<file path="src/rtl/tmds_decoder.sv">
// Receive-side TMDS channel decoder: finds the word boundary by watching for runs of
// control tokens, pulses bitslip while searching, and decodes symbols once locked.
module tmds_decoder #(
    parameter int CTRL_RUN       = 8,
    parameter int SEARCH_TIMEOUT = 4096,
    parameter int SLIP_WAIT      = 16,
    parameter int LOCK_TIMEOUT   = 8192
) (
    input  logic       clk_pix,
    input  logic       rst_pix,
    input  logic [9:0] tmds_in,
    output logic       bitslip,
    output logic       aligned,
    output logic       de,
    output logic [1:0] ctrl,
    output logic [7:0] dout
);

    localparam int RUN_W = $clog2(CTRL_RUN) + 1;
    localparam int ST_W  = $clog2(SEARCH_TIMEOUT) + 1;
    localparam int WT_W  = $clog2(SLIP_WAIT) + 1;
    localparam int LT_W  = $clog2(LOCK_TIMEOUT) + 1;
    localparam int TMR_A = (ST_W > WT_W) ? ST_W : WT_W;
    localparam int TMR_W = (TMR_A > LT_W) ? TMR_A : LT_W;

    localparam logic [RUN_W-1:0] RUN_MAX     = RUN_W'(CTRL_RUN);
    localparam logic [TMR_W-1:0] SEARCH_LAST = TMR_W'(SEARCH_TIMEOUT - 1);
    localparam logic [TMR_W-1:0] WAIT_LAST   = TMR_W'(SLIP_WAIT - 1);
    localparam logic [TMR_W-1:0] LOCK_LAST   = TMR_W'(LOCK_TIMEOUT - 1);

    typedef enum logic [1:0] {
        S_SEARCH,
        S_SLIP,
        S_WAIT,
        S_LOCKED
    } state_e;

    state_e             state_q, state_d;
    logic [RUN_W-1:0]   run_q, run_d;
    logic [TMR_W-1:0]   timer_q, timer_d;
    logic               de_q, de_d;
    logic [1:0]         ctrl_q, ctrl_d;
    logic [7:0]         dout_q, dout_d;

    logic               is_ctrl;
    logic [1:0]         tok_val;
    logic [7:0]         q_sym;
    logic [7:0]         data_dec;
    logic [RUN_W-1:0]   run_nxt;
    logic               qualify;

    // NOTE: every always_comb output gets a default first so no path leaves it unassigned (no latch).
    always_comb begin
        is_ctrl = 1'b1;
        tok_val = 2'b00;
        case (tmds_in)
            10'b1101010100: tok_val = 2'b00;
            10'b0010101011: tok_val = 2'b01;
            10'b0101010100: tok_val = 2'b10;
            10'b1010101011: tok_val = 2'b11;
            default:        is_ctrl = 1'b0;
        endcase
    end

    always_comb begin
        q_sym       = tmds_in[9] ? ~tmds_in[7:0] : tmds_in[7:0];
        data_dec    = 8'h00;
        data_dec[0] = q_sym[0];
        for (int i = 1; i < 8; i++) begin
            data_dec[i] = tmds_in[8] ? (q_sym[i] ^ q_sym[i-1]) : ~(q_sym[i] ^ q_sym[i-1]);
        end
    end

    // Run length of consecutive control tokens, saturating so a long blanking period stays qualified.
    always_comb begin
        run_nxt = '0;
        if (is_ctrl) begin
            run_nxt = (run_q == RUN_MAX) ? run_q : run_q + 1'b1;
        end
        qualify = (run_nxt == RUN_MAX);
    end

    always_comb begin
        state_d = state_q;
        run_d   = run_nxt;
        timer_d = timer_q + 1'b1;
        case (state_q)
            S_SEARCH: begin
                if (qualify) begin
                    state_d = S_LOCKED;
                    timer_d = '0;
                end else if (timer_q == SEARCH_LAST) begin
                    state_d = S_SLIP;
                    timer_d = '0;
                end
            end
            S_SLIP: begin
                state_d = S_WAIT;
                run_d   = '0;
                timer_d = '0;
            end
            S_WAIT: begin
                // Deserializer output is unreliable while it settles; no run may build up.
                run_d = '0;
                if (timer_q == WAIT_LAST) begin
                    state_d = S_SEARCH;
                    timer_d = '0;
                end
            end
            S_LOCKED: begin
                if (qualify) begin
                    timer_d = '0;
                end else if (timer_q == LOCK_LAST) begin
                    state_d = S_SEARCH;
                    timer_d = '0;
                    run_d   = '0;
                end
            end
            default: begin
                state_d = S_SEARCH;
                run_d   = '0;
                timer_d = '0;
            end
        endcase
    end

    always_comb begin
        de_d   = 1'b0;
        dout_d = 8'h00;
        ctrl_d = ctrl_q;
        if (state_q == S_LOCKED) begin
            if (is_ctrl) begin
                ctrl_d = tok_val;
            end else begin
                de_d   = 1'b1;
                dout_d = data_dec;
            end
        end
    end

    // NOTE: state registers use non-blocking assignments so all of them update together on the edge.
    always_ff @(posedge clk_pix) begin
        if (rst_pix) begin
            state_q <= S_SEARCH;
            run_q   <= '0;
            timer_q <= '0;
            de_q    <= 1'b0;
            ctrl_q  <= 2'b00;
            dout_q  <= 8'h00;
        end else begin
            state_q <= state_d;
            run_q   <= run_d;
            timer_q <= timer_d;
            de_q    <= de_d;
            ctrl_q  <= ctrl_d;
            dout_q  <= dout_d;
        end
    end

    assign bitslip = (state_q == S_SLIP);
    assign aligned = (state_q == S_LOCKED);
    assign de      = de_q;
    assign ctrl    = ctrl_q;
    assign dout    = dout_q;

endmodule

</file>
<file path="config.mk">
export PLATFORM = sky130hd
export DESIGN_NAME = tmds_decoder
export DESIGN_NICKNAME = d
export VERILOG_FILES = /design/src/rtl/tmds_decoder.sv
export SDC_FILE = /design/constraint.sdc
export NUM_CORES = 1
export LEC_CHECK = 0
export CAP_MARGIN = 0
export CORE_MARGIN = 8
export CORE_UTILIZATION = 55
export DETAILED_ROUTE_END_ITERATION = 12
export GPL_ROUTABILITY_DRIVEN = 0
export PLACE_DENSITY = 0.81
export SLEW_MARGIN = 20
export SYNTH_ARGS = -nofsm -noshare
export SYNTH_HDL_FRONTEND = slang
export SYNTH_SLANG_ARGS = --single-unit
</file>
<file path="constraint.sdc">
create_clock -name clk_pix -period 3.9 [get_ports clk_pix]
set_input_delay 0.585 -clock clk_pix [delete_from_list [all_inputs] [get_ports clk_pix]]
set_output_delay 0.585 -clock clk_pix [all_outputs]
set_load 0.02 [all_outputs]
</file>
==> flow_metrics.py, run 1 <==
metrics = {
    "timing": {
        "final_max_slew_viol_count": 0,
        "setup_tns_ps": 0,
        "finClkSkew_ps": 4.48,
        "worst_slew_pin_slew_ps": 738,
        "finalWorstPathRequiredPeriod_ps": 2490,
        "hold_ws_ps": 502,
        "slew_headroom_pct": 50.6,
        "setup_viol": 0,
        "hold_viol": 0,
        "max_freq_mhz": 402,
        "rsz0062_at_grt": "no",
        "period_share_pct": 63.8,
    },
    "route": {
        "drcViolationCount": 0,
        "dr_total_vias": 1332,
        "vias_per_cell": 5.72,
        "postRouteAntennaNets": 0,
        "drt_wl_total_mm": 3.39,
        "dr_wl_met3_um": 179,
        "routedWlPerCell_um": 14.6,
        "drt-pass1-iter-count": 4,
        "drt-initial-drc-count": 86,
        "met1_length_mm": 1.40,
        "dr_wl_met2_mm": 1.75,
        "top_layer_used": "met4",
    },
    "clocking": {
        "hold_buffers": 0,
        "post-cts-setup-buffers": 0,
        "htreeDepth": 2,
        "cts_tree": "done",
        "cts_root_buffer": "clkbuf_4",
        "cts_buffers": 5,
        "cts_resized": 0,
        "cts_buffer_depth": 2,
        "clk_latency_ps": 330,
        "cts_sinks": 31,
        "clk_pin_slew_ps": 90,
    },
    "setup_path": {
        "startpoint_type": "input port",
        "path_max_fanout": 13,
        "worstSetupEndpointType": "flip-flop",
        "crit_arrival_ps": 2680,
        "crit_type": "input port to flip-flop",
        "crit_required_ps": 4090,
    },
    "pwr": {
        "ir_worst_vdd_v": 0.000265,
        "power_leakage_uw": 0.000696,
        "pwr-share-clk_pct": 36.2,
        "p_sw_share_pct": 22.4,
        "p_per_area_nw_per_um2": 306,
        "power_uw": 582,
        "p_int_uw": 451,
        "p_seq_share_pct": 55.4,
        "p_sw_uw": 130,
        "comb_power_share_pct": 8.3,
    },
    "final_layout": {
        "drive_gt1_share_pct": 5.94,
        "syn_to_final_growth_pct": 20.3,
        "fin_cells": 233,
        "design.final.nets": 218,
        "antenna_cells": 0,
    },
    "die": {
        "dieArea_um2": 4840,
        "die_h_um": 69.6,
        "num_rows": 19,
        "ios": 25,
        "initial_utilization_pct": 57.8,
        "fp.dieW_um": 69.6,
        "core-area_um2": 2730,
    },
    "job": {
        "drv_cap": 0,
    },
    "global_routing": {
        "grt_pass1_vias": 1307,
        "grt_pass1_wl_mm": 5.90,
        "grt.total_usage_pct": 14.7,
        "grt-ovfl-total": 0,
        "grt_max_degree": 21,
        "grt_antenna_before_repair": 0,
    },
    "synthesis": {
        "syn_inst": 175,
        "synth_seq_cells": 31,
        "yosysMostFrequentCell": "dfxtp_1",
        "async_flop_share_pct": 0,
        "syn-num-nets": 192,
        "synth_commonest_cells": "dfxtp_1 (31), xnor2_1 (19), nor2_1 (18)",
        "ys_warn_count": 0,
        "synth.largest_area_cell": "dfxtp_1",
        "seq_area_frac_synth_pct": 39.3,
        "yosysTopAreaCellShare_pct": 39.3,
        "synth_area_leaders": "dfxtp_1 (39%), xnor2_1 (11%), nor2_1 (4.3%)",
        "synth_flop_cell": "dfxtp_1",
        "synthDistinctLibCells": 43,
        "synth_area_um2": 1580,
        "synth-edff-count": 0,
        "syn_area_per_cell_um2": 9.03,
    },
    "place": {
        "hpwl_mm": 2.56,
        "dp_cells": 225,
        "portBuffers": 24,
    },
    "hold_path": {
        "hp-class": "flip-flop to flip-flop",
    },
    "status": {
        "outcome": "complete, no violations",
    },
}
## path summary, 6_finish.rpt
check	from	endpoint	slack (ps)	depth (start not counted)
worst min register to register	timer_q[0]$_SDFF_PP0_	timer_q[0]$_SDFF_PP0_	500	1
worst max register to register	run_q[0]$_SDFF_PP0_	timer_q[4]$_SDFF_PP0_	1560	7
worst min-delay path	timer_q[0]$_SDFF_PP0_	timer_q[0]$_SDFF_PP0_	500	1
worst max-delay path	tmds_in[0]	timer_q[4]$_SDFF_PP0_	1410	8
## cells by family (layout without fill, tap and decap cells)
family	count (synthesis)	in the layout	synth area share, %
flip-flops	31	31	39.3
XOR/XNOR	26	26	14.4
AND/OR/NAND/NOR	77	77	27.5
adder cells (fa/ha/maj)	5	5	3.96
AO/OA/AOI/OAI	23	23	10.8
multiplexers	1	1	0.633
buffers and inverters	12	39	3.40
## registers in the layout (all words and copies together) (netlist names)
signal / flops
timer_q: 14
dout: 8
run_q: 4
ctrl: 2
state_q: 2
de: 1
## final cells by class
type                    instances  area, um^2
multi-input cells             132         906
fillers                       238         833
flip-flops and latches         31         621
repair buffers                 24         240
clock buffers                   8        68.8
well taps                      31        38.8
inverters                       7        26.3
## metrics by stage
step | cell area, um^2 | util [%] | worst slack, ps
floorplan | 1580 | - | 1790
global placement | 1830 | 67.0 | 1130
detailed placement | 1830 | 67.0 | 1070
CTS | 1900 | 69.5 | 1420
global route | 1900 | 69.5 | 1170
finish | 1900 | 69.5 | 1410
## critical path, stage by stage
cell	delay (ps)
clkdlybuf4s50_1	470
inv_1	80
ha_1	130
nor4bb_1	250
nand4_1	240
a211o_1	430
a22oi_4	370
nor3_1	110
## cell usage in the layout (no fill, tap or decap), drive strengths merged, types with 3 or more instances in the layout
cell type	instances
nor2b	3
ha	5
a22oi	3
nand4	5
a21oi	5
xnor2	19
nor3	13
xor2	7
nand3	7
nor4bb	3
nand2	9
nor2	18
clkbuf	8
inv	7
a21boi	3
dfxtp	31
nor4	4
clkdlybuf4s50	24
o21ai	4
## routing by layer
| metal | global-route usage (%) | up-vias |
|---|---|---|
| met1 | 15.2 | 622 |
| met4 | 6.15 | 0 |
| met2 | 25.8 | 35 |
| met3 | 5.44 | 6 |
| met5 | 0 | - |
| li1 | - | 669 |
## power groups by stage
stage	Sequential (uW)	Combinational (uW)	Clock (uW)
after floorplan	329	29.5	0
after global placement	329	46.6	0
after detailed placement	330	48.4	0
after CTS	322	48.6	216
after global routing	323	52.9	230
final	322	48.5	211
(Power assumes the default switching activity.)
==> inputs of run 2 (changes only) <==
--- a/config.mk
+++ b/config.mk
@@ -7,10 +7,10 @@
 export LEC_CHECK = 0
 export CAP_MARGIN = 0
 export CORE_MARGIN = 8
-export CORE_UTILIZATION = 55
+export CORE_UTILIZATION = 52
 export DETAILED_ROUTE_END_ITERATION = 12
 export GPL_ROUTABILITY_DRIVEN = 0
-export PLACE_DENSITY = 0.81
+export PLACE_DENSITY = 0.77
 export SLEW_MARGIN = 20
 export SYNTH_ARGS = -nofsm -noshare
 export SYNTH_HDL_FRONTEND = slang
==> constraint.sdc (replaced) <==
create_clock -name clk_pix -period 2.4 [get_ports clk_pix]
set_input_delay 0.36 -clock clk_pix [delete_from_list [all_inputs] [get_ports clk_pix]]
set_output_delay 0.36 -clock clk_pix [all_outputs]
set_load 0.02 [all_outputs]
==> flow_metrics.py, run 2 (synthesis results as in run 1) <==
metrics = {
    "status": {
        "outcome": "complete, no violations",
    },
    "setup_path": {
        "cp_slowest_cell": "dfxtp_1",
        "path_max_fanout": 13,
        "crit_type": "flip-flop to flip-flop",
        "worstSetupEndpointType": "flip-flop",
        "regToRegSetupSlack_ps": 100,
        "crit_buf_inv": 2,
        "crit_path_cell_trace": "inv_1 -> ha_1 -> a211o_1 -> a221o_1 -> a211o_1 -> a22oi_4 -> buf_12 -> nor3_1",
        "slowest_delay_ps": 410,
        "reg2reg_from": "run_q[0]$_SDFF_PP0_",
        "endpoint": "timer_q[6]$_SDFF_PP0_",
        "reg2reg_depth": 8,
        "cp_top_family": "compound AO/OA/AOI/OAI gates",
        "cp-startpoint": "run_q[0]$_SDFF_PP0_",
        "crit_required_ps": 2590,
        "crit_arrival_ps": 2490,
        "path_depth": 8,
        "startpoint_type": "flip-flop",
        "path_common_cell": "a211o_1",
        "r2r-end": "timer_q[6]$_SDFF_PP0_",
    },
    "final_layout": {
        "largest_register": "timer_q",
        "most-common-layout-cells": "dfxtp_1 (31), clkdlybuf4s50_1 (24), xnor2_1 (19)",
        "fillerInstances": 242,
        "drive_gt1_share_pct": 11.3,
        "syn_to_final_growth_pct": 25.4,
        "largest_reg_flops": 14,
        "design.final.nets": 229,
        "multi_input_area_um2": 906,
        "mostFrequentLayoutCell": "dfxtp_1",
        "stdcell_area_um2": 1980,
        "antenna_cells": 0,
        "regArea_um2": 621,
        "fin_cells": 246,
    },
    "hold_path": {
        "hp-class": "flip-flop to flip-flop",
    },
    "timing": {
        "finClkSkew_ps": 6.97,
        "finalWorstPathRequiredPeriod_ps": 2300,
        "slew_headroom_pct": 66.2,
        "rsz0062_at_grt": "no",
        "max_freq_mhz": 436,
        "setup_ws_ps": 104,
        "setup_tns_ps": 0,
        "final_max_slew_viol_count": 0,
        "period_share_pct": 95.7,
        "worst_slew_pin_slew_ps": 505,
        "setup_viol": 0,
        "hold_viol": 0,
    },
    "place": {
        "dpl-instance-area_um2": 1930,
        "hpwl_mm": 2.85,
        "portBuffers": 24,
        "dp_cells": 238,
        "place_ws_ps": -48.6,
    },
    "clocking": {
        "cts_tree": "done",
        "post-cts-setup-buffers": 0,
        "hold_buffers": 0,
        "cts_sinks": 31,
        "cts_buffer_depth": 2,
        "htreeDepth": 2,
        "cts_root_buffer": "clkbuf_4",
        "cts_resized": 0,
        "clk_latency_ps": 330,
        "clk_pin_slew_ps": 100,
        "cts_buffers": 5,
    },
    "route": {
        "drt_wl_total_mm": 3.72,
        "dr_total_vias": 1413,
        "routedWlPerCell_um": 15.1,
        "drcViolationCount": 0,
        "drt-pass1-iter-count": 4,
        "vias_per_cell": 5.74,
        "postRouteAntennaNets": 0,
        "drt-initial-drc-count": 75,
    },
    "pwr": {
        "power_leakage_uw": 0.000747,
        "ir_worst_vdd_v": 0.000384,
        "power_uw": 905,
        "p_per_area_nw_per_um2": 457,
    },
    "die": {
        "die_h_um": 71.1,
        "initial_utilization_pct": 53.1,
        "num_rows": 20,
        "dieArea_um2": 5060,
        "ios": 25,
        "fp.dieW_um": 71.1,
        "core-area_um2": 2980,
    },
    "global_routing": {
        "grt-ovfl-total": 0,
        "grt_antenna_before_repair": 0,
        "grt_max_degree": 14,
        "grt_pass1_vias": 1338,
        "grt.total_usage_pct": 14.8,
        "grt_pass1_wl_mm": 6.00,
    },
    "job": {
        "drv_cap": 0,
    },
}
run 2: cell count changes in the layout (fill, tap and decap cells not counted):
cell | previous run | this run
clkbuf_8 | 2 | 0
buf_12 | 0 | 1
clkbuf_1 | 1 | 0
clkinv_2 | 0 | 3
buf_4 | 0 | 10
run 2: worst register-to-register path, stage by stage, from the launching register on:
cell and delay (ps):
dfxtp_1 410, inv_1 100, ha_1 230, a211o_1 310
a221o_1 330, a211o_1 350, a22oi_4 210, buf_12 160
nor3_1 60
run 2: routing by layer:
metal | up-vias | wire [um] | track usage [%]
li1 | 687 | - | -
met1 | 668 | 1560 | 15.5
met2 | 48 | 1830 | 26.1
met3 | 10 | 248 | 4.80
met4 | 0 | 83 | 6.70
met5 | - | 0 | 0
run 2: area by class of cell:
type	count	share of cell area (%)
inverter	7	1.33
timing repair buffer	35	16.9
sequential	31	31.3
clock buffer	5	1.89
multi-input combinational	132	45.7
tap	33	2.08
clock inverter	3	0.758
run 2: metrics by stage:
step | util [%] | hold WS (ps)
detailed placement | 64.8 | 472
floorplan | - | 443
finish | 66.6 | 486
global placement | 64.8 | 456
CTS | 66.6 | 487
global route | 66.6 | 510
run 2: how the worst min path moves through the flow:
stage                          start                     to  slack [ps]  cells past startpoint
2_1_floorplan  timer_q[0]$_SDFF_PP0_  timer_q[0]$_SDFF_PP0_         440                      1
3_3_place_gp   timer_q[0]$_SDFF_PP0_  timer_q[0]$_SDFF_PP0_         460                      1
3_5_place_dp   timer_q[0]$_SDFF_PP0_  timer_q[0]$_SDFF_PP0_         470                      1
4_1_cts        timer_q[0]$_SDFF_PP0_  timer_q[0]$_SDFF_PP0_         490                      1
5_1_grt         ctrl[0]$_SDFFE_PP0P_   ctrl[0]$_SDFFE_PP0P_         510                      2
6_report        ctrl[0]$_SDFFE_PP0P_   ctrl[0]$_SDFFE_PP0P_         490                      2
run 2: where the power goes:
| group | internal (uW) | switching [uW] | leakage, uW | total (uW) |
|---|---|---|---|---|
| clock network | 109 | 183 | 0.0000347 | 292 |
| logic | 50.5 | 38.9 | 0.000462 | 89.4 |
| registers | 519 | 4.75 | 0.000250 | 524 |
